`config.mk`:
```
export PLATFORM = sky130hd
export DESIGN_NAME = uart_baud_gen_frac
export DESIGN_NICKNAME = d
export VERILOG_FILES = /design/src/rtl/uart_baud_pkg.sv /design/src/rtl/uart_frac_divider.sv /design/src/rtl/uart_baud_gen_frac.sv
export SDC_FILE = /design/constraint.sdc
export NUM_CORES = 1
export LEC_CHECK = 0
export ABC_AREA = 1
export ABC_CLOCK_PERIOD_IN_PS = 2500
export CAP_MARGIN = 20
export CORE_MARGIN = 2
export CORE_UTILIZATION = 45
export DETAILED_ROUTE_END_ITERATION = 10
export GPL_TIMING_DRIVEN = 0
export SYNTH_ARGS = -nofsm -noshare
export SYNTH_HDL_FRONTEND = slang
export SYNTH_SLANG_ARGS = --single-unit
```
`constraint.sdc`:
```
create_clock -name clk -period 2.5 [get_ports clk]
set_input_delay 0.5 -clock clk [delete_from_list [all_inputs] [get_ports clk]]
set_output_delay 0.5 -clock clk [all_outputs]
set_load 0.1 [all_outputs]
```
`src/rtl/uart_baud_pkg.sv`:
```
// Shared types and default parameters for the fractional UART baud generator.
// Contents: generator state enum and the OVERSAMPLE / DIV_W / FRAC_W /
// DEFAULT_DIV default values used by uart_baud_gen_frac and its divider.
package uart_baud_pkg;

    localparam int unsigned OVERSAMPLE_DEF  = 16;
    localparam int unsigned DIV_W_DEF       = 16;
    localparam int unsigned FRAC_W_DEF      = 4;
    localparam int unsigned DEFAULT_DIV_DEF = 27;  // 115200 baud x16 at 50 MHz

    typedef enum logic {
        IDLE = 1'b0,
        RUN  = 1'b1
    } baud_state_e;

endpackage

```
`src/rtl/uart_frac_divider.sv`:
```
// Fractional clock divider producing one pulse per oversample period.
// Ports:
//   clk, rst        clock, asynchronous active-low reset
//   act_int         active integer divisor (clocks per period)
//   act_frac        active fractional divisor (1/2^FRAC_W units)
//   run             generator is in RUN
//   clear           restart the period (resync or leaving RUN); wins over a due tick
//   tick_due_c      combinational: the current cycle ends a period
//   os_tick         registered one-cycle oversample pulse
module uart_frac_divider
    import uart_baud_pkg::*;
#(
    parameter int unsigned DIV_W  = DIV_W_DEF,
    parameter int unsigned FRAC_W = FRAC_W_DEF
) (
    input  logic              clk,
    input  logic              rst,
    input  logic [DIV_W-1:0]  act_int,
    input  logic [FRAC_W-1:0] act_frac,
    input  logic              run,
    input  logic              clear,
    output logic              tick_due_c,
    output logic              os_tick
);

    localparam int unsigned CNT_W = DIV_W + 1;
    localparam int unsigned SUM_W = FRAC_W + 1;

    logic [CNT_W-1:0] cnt;
    logic [FRAC_W-1:0] acc;
    logic              carry;
    logic [CNT_W-1:0] period_last;
    logic [SUM_W-1:0] acc_sum;

    // Period is act_int plus the carry left by the previous tick.
    always_comb begin
        period_last = CNT_W'(act_int) + CNT_W'(carry) - CNT_W'(1);
        acc_sum     = SUM_W'(acc) + SUM_W'(act_frac);
        tick_due_c  = run && !clear && (cnt == period_last);
    end

    // Period counter and fractional accumulator.
    always_ff @(posedge clk or negedge rst) begin
        if (!rst) begin
            cnt     <= '0;
            acc     <= '0;
            carry   <= 1'b0;
            os_tick <= 1'b0;
        end else if (!run || clear) begin
            cnt     <= '0;
            acc     <= '0;
            carry   <= 1'b0;
            os_tick <= 1'b0;
        end else if (tick_due_c) begin
            cnt     <= '0;
            acc     <= acc_sum[FRAC_W-1:0];
            carry   <= acc_sum[FRAC_W];
            os_tick <= 1'b1;
        end else begin
            cnt     <= cnt + CNT_W'(1);
            os_tick <= 1'b0;
        end
    end

endmodule

```
`src/rtl/uart_baud_gen_frac.sv`:
```
// Fractional UART baud generator: oversample, mid-bit and bit-boundary ticks.
// Ports:
//   clk, rst                 clock, asynchronous active-low reset
//   enable                   run the generator; low returns to IDLE
//   cfg_we                   write strobe for the shadow divisor
//   cfg_div_int/cfg_div_frac new integer / fractional divisor
//   resync                   restart bit phase (RX start-bit edge), RUN only
//   os_tick, mid_tick, bit_tick  registered one-cycle tick pulses
//   cfg_pending              shadow written but not yet applied
//   running                  generator in RUN
module uart_baud_gen_frac
    import uart_baud_pkg::*;
#(
    parameter int unsigned OVERSAMPLE  = OVERSAMPLE_DEF,
    parameter int unsigned DIV_W       = DIV_W_DEF,
    parameter int unsigned FRAC_W      = FRAC_W_DEF,
    parameter int unsigned DEFAULT_DIV = DEFAULT_DIV_DEF
) (
    input  logic              clk,
    input  logic              rst,
    input  logic              enable,
    input  logic              cfg_we,
    input  logic [DIV_W-1:0]  cfg_div_int,
    input  logic [FRAC_W-1:0] cfg_div_frac,
    input  logic              resync,
    output logic              os_tick,
    output logic              mid_tick,
    output logic              bit_tick,
    output logic              cfg_pending,
    output logic              running
);

    localparam int unsigned     OS_W    = $clog2(OVERSAMPLE);
    localparam logic [OS_W-1:0] OS_MID  = OS_W'(OVERSAMPLE / 2 - 1);
    localparam logic [OS_W-1:0] OS_LAST = OS_W'(OVERSAMPLE - 1);

    baud_state_e       state;
    baud_state_e       state_next;
    logic [DIV_W-1:0]  sh_int;
    logic [DIV_W-1:0]  act_int;
    logic [FRAC_W-1:0] sh_frac;
    logic [FRAC_W-1:0] act_frac;
    logic [OS_W-1:0]   os_cnt;

    logic run_c;
    logic leave_c;
    logic clear_c;
    logic tick_due_c;
    logic mid_due_c;
    logic bit_due_c;
    logic copy_c;

    uart_frac_divider #(
        .DIV_W  (DIV_W),
        .FRAC_W (FRAC_W)
    ) u_div (
        .clk        (clk),
        .rst        (rst),
        .act_int    (act_int),
        .act_frac   (act_frac),
        .run        (run_c),
        .clear      (clear_c),
        .tick_due_c (tick_due_c),
        .os_tick    (os_tick)
    );

    // Next state, counter clear and tick decode.
    always_comb begin
        state_next = state;
        leave_c    = 1'b0;
        run_c      = (state == RUN);
        case (state)
            IDLE: begin
                if (enable && (act_int != '0)) state_next = RUN;
            end
            RUN: begin
                if (!enable || (act_int == '0)) begin
                    state_next = IDLE;
                    leave_c    = 1'b1;
                end
            end
            default: state_next = IDLE;
        endcase
        clear_c   = leave_c || (run_c && resync);
        mid_due_c = tick_due_c && (os_cnt == OS_MID);
        bit_due_c = tick_due_c && (os_cnt == OS_LAST);
        // Divisor changes only while idle or exactly at a bit boundary.
        copy_c    = !run_c || bit_due_c;
    end

    // State, registered outputs, divisor registers and oversample counter.
    always_ff @(posedge clk or negedge rst) begin
        if (!rst) begin
            state       <= IDLE;
            running     <= 1'b0;
            mid_tick    <= 1'b0;
            bit_tick    <= 1'b0;
            cfg_pending <= 1'b0;
            os_cnt      <= '0;
            sh_int      <= DIV_W'(DEFAULT_DIV);
            act_int     <= DIV_W'(DEFAULT_DIV);
            sh_frac     <= '0;
            act_frac    <= '0;
        end else begin
            state    <= state_next;
            running  <= (state_next == RUN);
            mid_tick <= mid_due_c;
            bit_tick <= bit_due_c;

            if (!run_c || clear_c) os_cnt <= '0;
            else if (tick_due_c)   os_cnt <= os_cnt + OS_W'(1);

            if (cfg_we) begin
                sh_int  <= cfg_div_int;
                sh_frac <= cfg_div_frac;
            end
            // Copy takes the pre-write shadow; a coincident write stays pending.
            if (copy_c) begin
                act_int  <= sh_int;
                act_frac <= sh_frac;
            end

            if (cfg_we)      cfg_pending <= 1'b1;
            else if (copy_c) cfg_pending <= 1'b0;
        end
    end

endmodule

```
=== Yosys cells after proc, flatten, opt, wreduce, memory -nomap -nowiden ===
Index checks and enable logic that the tools add are counted.

* Input port bits: 25
* Bits in registers: 71
* Logic and storage cells: 56
* Output and inout port bits: 5

* Reductions and logical operators: 17
* Eq/ne operators: 3
* Mux-type cells: 17
* Bitwise logic cells: 1
* Add/subtract/negate cells: 5

{| class="wikitable"
|+ Operators with widths
! operator !! number
|-
| 2-to-1 mux 17 bit || 2
|-
| adder 16 x 1 -> 17 bit || 1
|-
| adder 17 x 1 -> 17 bit (second input constant) || 1
|-
| == test 17 bit || 1
|-
| subtractor 17 x 1 -> 17 bit (second input constant) || 1
|-
| logical NOT 16 bit || 1
|-
| 2-to-1 mux 4 bit || 4
|-
| nonzero test 16 bit || 1
|-
| 2-to-1 mux 1 bit || 10
|-
| logical AND 1 bit || 6
|-
| adder 4 x 4 -> 5 bit || 1
|-
| adder 4 x 1 -> 4 bit (second input constant) || 1
|-
| == test 4 x 3 -> 1 bit (second input constant) || 1
|-
| == test 4 bit (second input constant) || 1
|-
| logical OR 1 bit || 4
|-
| nonzero test 2 bit || 2
|-
| logical NOT 1 bit || 3
|-
| one-hot mux 1 bit (2 select lines) || 1
|-
| NOT 1 bit || 1
|}

=== Logic depth before layout (Yosys ltp) ===
* Word-level depth: 12
* Depth in mapped cells: 18
* Mapped depth without buffers: 17

=== By module ===
Synthesis repeated with hierarchy kept, for this count alone.

* Cell total of the unflattened synthesis: 570
* Area total of the unflattened synthesis: 4,201.5 um^2

{| class="wikitable"
|+ Modules (own cells, without submodules)
! module !! sequential area each (um^2) !! instances !! area an instance (um^2) !! cells an instance
|-
| uart_frac_divider || 575.6 || 1 || 2,213.4 || 348
|-
| uart_baud_gen_frac || 1,211.2 || 1 || 1,988.2 || 222
|}

=== Worst setup path before layout ===
OpenSTA, ideal clock, no wires.

* Kind: register to register
* Start: reg act_int[0]
* End: reg cfg_pending
* Path buffers: 1
* Path slack: 193 ps
* Data required time: 2,370 ps
* Clock period less this slack: 2,307 ps
* Cell stages (with the launch flop): 18
* Library setup time: 130 ps
* Arrival: 2,178 ps
* Path through: dfstp_2 inv_1 ha_1 ha_1 inv_1 nand2_1 nand2_1 nor2_1 nand2_1 nor2_1 nand2_1 nor2_1 nand3_1 nor2_2 nand3_2 buf_2 nand3_1 nand2_1

* Longest elaborated chain between the ends: 11
* Elaborated cells between the ends (all ways): 14
* Classes of those cells: add/sub: 2; eq/ne: 1; mux: 2; reduce/logical: 9

{| class="wikitable"
|+ Ends and longest elaborated chain
! element !! RTL line !! source
|-
| start: declaration || uart_baud_gen_frac.sv:40 || <nowiki>logic [DIV_W-1:0] act_int;</nowiki>
|-
| start signal: assignment || uart_baud_gen_frac.sv:101 || <nowiki>act_int <= DIV_W'(DEFAULT_DIV);</nowiki>
|-
| start signal: assignment || uart_baud_gen_frac.sv:119 || <nowiki>act_int <= sh_int;</nowiki>
|-
| parallel branches: the longest is 7 deep, another holds adder 16 x 1 -> 17 bit || n/a ||
|-
| logical AND 1 bit * || uart_frac_divider.sv:39 || <nowiki>tick_due_c = run && !clear && (cnt == period_last);</nowiki>
|-
| logical AND 1 bit * || uart_baud_gen_frac.sv:86 || <nowiki>bit_due_c = tick_due_c && (os_cnt == OS_LAST);</nowiki>
|-
| logical OR 1 bit * || uart_baud_gen_frac.sv:88 || <nowiki>copy_c = !run_c || bit_due_c;</nowiki>
|-
| nonzero test 2 bit (no source line) * || n/a ||
|-
| end signal: assignment || uart_baud_gen_frac.sv:98 || <nowiki>cfg_pending <= 1'b0;</nowiki>
|-
| end signal: assignment || uart_baud_gen_frac.sv:123 || <nowiki>if (cfg_we) cfg_pending <= 1'b1;</nowiki>
|-
| end signal: assignment || uart_baud_gen_frac.sv:124 || <nowiki>else if (copy_c) cfg_pending <= 1'b0;</nowiki>
|-
| end: declaration || uart_baud_gen_frac.sv:29 || <nowiki>output logic cfg_pending,</nowiki>
|}

Mark *: on every way between the ends.
A chain may end at the register's enable or synchronous reset.

=== Worst setup path in the final report ===
* Start: reg act_int[0]
* End: reg act_int[6]

* Longest elaborated chain between the ends: 10
* Elaborated cells between the ends (all ways): 13
* Classes of those cells: add/sub: 2; eq/ne: 1; mux: 2; reduce/logical: 8

{| class="wikitable"
|+ Ends and longest elaborated chain
! element !! RTL line
|-
| parallel branches: the longest is 7 deep, another holds adder 16 x 1 -> 17 bit || n/a
|-
| logical AND 1 bit * || uart_frac_divider.sv:39
|-
| logical AND 1 bit * || uart_baud_gen_frac.sv:86
|-
| logical OR 1 bit * || uart_baud_gen_frac.sv:88
|}

Marked as above.

==> impl_metrics.json <==
{
  "fin_ws_ps": 6.46,
  "synth.yosys.seq_area_share_pct": 46.2,
  "syn_area_per_cell_um2": 7.47,
  "htreeDepth": 3,
  "drive_gt1_share_pct": 13.4,
  "synth-compound-area-share_pct": 2.69,
  "cts_made_buffers": 9,
  "critPathMaxFanout": 5,
  "muxShareOfSynthArea_pct": 0,
  "first_global_vias": 3035,
  "status": "finished, final reports clean",
  "skew_ps": 15.2,
  "drt_iter0_drc": 212,
  "vias": 3276,
  "grt_start_max_net_pins": 57,
  "synth_xor_area_share_pct": 4.53,
  "syn2layout_area_growth_pct": 21.8,
  "clock-sinks": 71,
  "n_fill_cell": 809,
  "core_um2": 8260,
  "clockRootBuffer": "clkbuf_8",
  "viasPerCell": 4.82,
  "finalSetupViolCount": 0,
  "gr-total-overflow": 0,
  "ys_ff_latch": 71,
  "synth_largest_area_cell": "dfrtp_1",
  "hold_violations": 0,
  "clk_transition_reported_paths_ps": 80,
  "synth_top_family_by_area": "simple AND/OR/NAND/NOR gates",
  "place_ws_ps": -253,
  "drc_errors": 0,
  "port_buffers": 29,
  "wirelength_um": 8520,
  "ant_nets": 0,
  "slowest_stage": "dfstp_2",
  "clk_path_buf_depth": 2,
  "hp-class": "register to register",
  "hpwlAfterDp_um": 6160,
  "relSlewSlack_pct": 35.6,
  "crit_top_cell": "nand2_1",
  "antenna_cells": 0,
  "cp-start-kind": "register",
  "wire_per_inst_um": 12.5,
  "max_cap_violations": 0,
  "design_area_um2": 4700,
  "grt_pass1_wl_um": 14300,
  "finalSetupTns_ps": 0,
  "p_leak_nw": 2.33,
  "grtUsageTotal_pct": 19.0,
  "fin_crit_ps": 2490,
  "synth_edf_count": 0,
  "crit_family": "simple AND/OR/NAND/NOR gates",
  "yosysMostFrequentCell": "nand2_1",
  "synth_fa_ha_area_share_pct": 3.11,
  "max_freq_mhz": 401,
  "cp_cell_sequence": "inv_4 -> ha_4 -> ha_4 -> inv_2 -> nand2_1 -> nand2_1 -> nor2_1 -> nand2_1 -> nor2_2 -> nand2_1 -> nor2_2 -> nand3_2 -> nor2_4 -> nand3_4 -> nand2_4 -> buf_4 -> nand2_1 -> nand2_1",
  "synthTopCellsByArea": "dfrtp_1 41%, nand2_1 18%, nand3_1 6.9%",
  "placed_area_um2": 4310,
  "fp.dieH_um": 96.7,
  "tightest_slew_ps": 962,
  "r2r_slack_ps": 6,
  "die_w_um": 96.7,
  "synthSimpleGateAreaFrac_pct": 36.2,
  "rows": 33,
  "slew_viol_final": 0,
  "ys_warn_count": 0,
  "synth_area_um2": 3860,
  "critPathKind": "register to register",
  "synth_nets": 551,
  "cts_tree": "done",
  "synth_flop_cell": "dfrtp_1",
  "gp_congestion": 0.831,
  "synth.distinct_cells": 31,
  "yosys-top-cells-count": "189 x nand2_1, 63 x dfrtp_1, 54 x nor2_1",
  "vdd_drop_max_v": 0.000294,
  "first_pass_iters": 4,
  "async_flop_share_pct": 100,
  "die_area_um2": 9340,
  "crit_arrival_ps": 2790,
  "p_per_area_nw_per_um2": 580,
  "required_ps": 2790,
  "power.total_mw": 2.73,
  "critPathCaptureType": "register",
  "fin_crit_sh_pct": 99.7,
  "synth_top_area_share_pct": 40.8,
  "num_io_pins": 30,
  "start_util_pct": 46.8,
  "rsz0062_at_grt": "yes",
  "nNetsFinal": 604,
  "syn_inst": 517,
  "antenna_found_initial": 0,
  "clk_latency_ps": 360,
  "critPathBufInv": 3,
  "cp_slowest_stage_delay_ps": 560
}
==> worst reg2reg max path, stage by stage (launching register included) <==
cell	delay, ps
dfstp_2	560
inv_4	50
ha_4	170
ha_4	280
inv_2	30
nand2_1	50
nand2_1	50
nor2_1	80
nand2_1	60
nor2_2	100
nand2_1	70
nor2_2	130
nand3_2	90
nor2_4	160
nand3_4	150
nand2_4	170
buf_4	150
nand2_1	50
nand2_1	50
==> final cells by class <==
type / count / area, um^2 / share of cell area [%]
Buffer: 12 / 80.1 / 1.70
Clock inverter: 7 / 80.1 / 1.70
Clock buffer: 9 / 124 / 2.63
Timing Repair Buffer: 42 / 407 / 8.64
Sequential cell: 71 / 1790 / 38.0
Tap cell: 105 / 131 / 2.79
Inverter: 56 / 213 / 4.52
Multi-Input combinational cell: 378 / 1880 / 40.0
==> report_power, final <==
group / internal, mW / leakage, nW / switching, mW
Sequential: 1.23 / 0.906 / 0.0734
Combinational: 0.191 / 1.32 / 0.270
Clock: 0.475 / 0.102 / 0.495
Total: 1.89 / 2.33 / 0.839
==> kinds of logic after synthesis <==
| group | count (synthesis) |
|---|---|
| AOI/OAI and AO/OA | 20 |
| adders and majority gates | 9 |
| xor gates and xnor gates | 20 |
| DFF | 71 |
| buffers and inverters | 68 |
| and+or+nand+nor | 329 |
==> metal layers <==
layer  part of all wire [%]  GRT usage [%]
met5                      0              0
met4                    1.4           7.04
met3                    2.9           3.54
met2                     46           29.5
met1                     49           26.5
==> path summary, 6_finish.rpt <==
check	from	to	cells past startpoint
hold / removal	sh_int[3]	act_int[3]	2
min in group asynchronous	rst	u_div.cnt[1]	2
max in group asynchronous	rst	act_int[0]	3
setup / recovery	act_int[0]	act_int[6]	18
setup reg to reg	act_int[0]	act_int[6]	18
hold reg to reg	sh_int[3]	act_int[3]	2
==> repair_timing <==
item	in CTS	in global routing
gates resized for setup	14	16
buffers inserted	2	6
hold endpoints to repair	7	0
hold buffers	1	0
pin swaps	1	6
gates cloned	1	2
setup endpoints to repair	42	41
==> registers in the layout (all words and copies together) (netlist names) <==
register,flops
u_div.acc,4
mid_tick,1
run_c,1
os_cnt,4
u_div.cnt,17
act_int,16
act_frac,4
u_div.carry,1
sh_int,16
u_div.os_tick,1
bit_tick,1
sh_frac,4
cfg_pending,1
==> layout by cell type (no fill, tap or decap), types with 2 or more instances in the layout <==
| cell | Yosys | layout |
|---|---|---|
| a21oi_1 | 8 | 7 |
| buf_1 | 2 | 2 |
| buf_4 | 1 | 13 |
| buf_6 | 2 | 4 |
| clkbuf_1 | 4 | 4 |
| clkbuf_8 | 0 | 9 |
| clkdlybuf4s50_1 | 0 | 27 |
| dfrtp_1 | 63 | 63 |
| dfstp_2 | 8 | 8 |
| ha_1 | 8 | 6 |
| ha_4 | 0 | 2 |
| inv_1 | 52 | 50 |
| inv_2 | 4 | 5 |
| inv_6 | 0 | 2 |
| nand2_1 | 189 | 182 |
| nand2_2 | 5 | 10 |
| nand2_4 | 0 | 2 |
| nand3_1 | 53 | 51 |
| nand3_2 | 1 | 2 |
| nand3b_1 | 4 | 4 |
| nand4_1 | 7 | 7 |
| nor2_1 | 54 | 52 |
| nor2_2 | 4 | 5 |
| nor2_4 | 2 | 3 |
| nor3_1 | 6 | 6 |
| o21ai_0 | 10 | 10 |
| xnor2_1 | 10 | 10 |
| xor2_1 | 10 | 10 |
==> through the flow <==
| step | hold slack [ps] | cells | utilization, % |
|---|---|---|---|
| final | 466 | 680 | 57.0 |
| after detailed placement | 391 | 652 | 52.2 |
| after floorplan | 204 | 517 | - |
| after global placement | 450 | 651 | 51.9 |
| after global routing | 494 | 680 | 57.0 |
| after CTS | 468 | 672 | 55.7 |
Power figures use the tool's default switching activity.
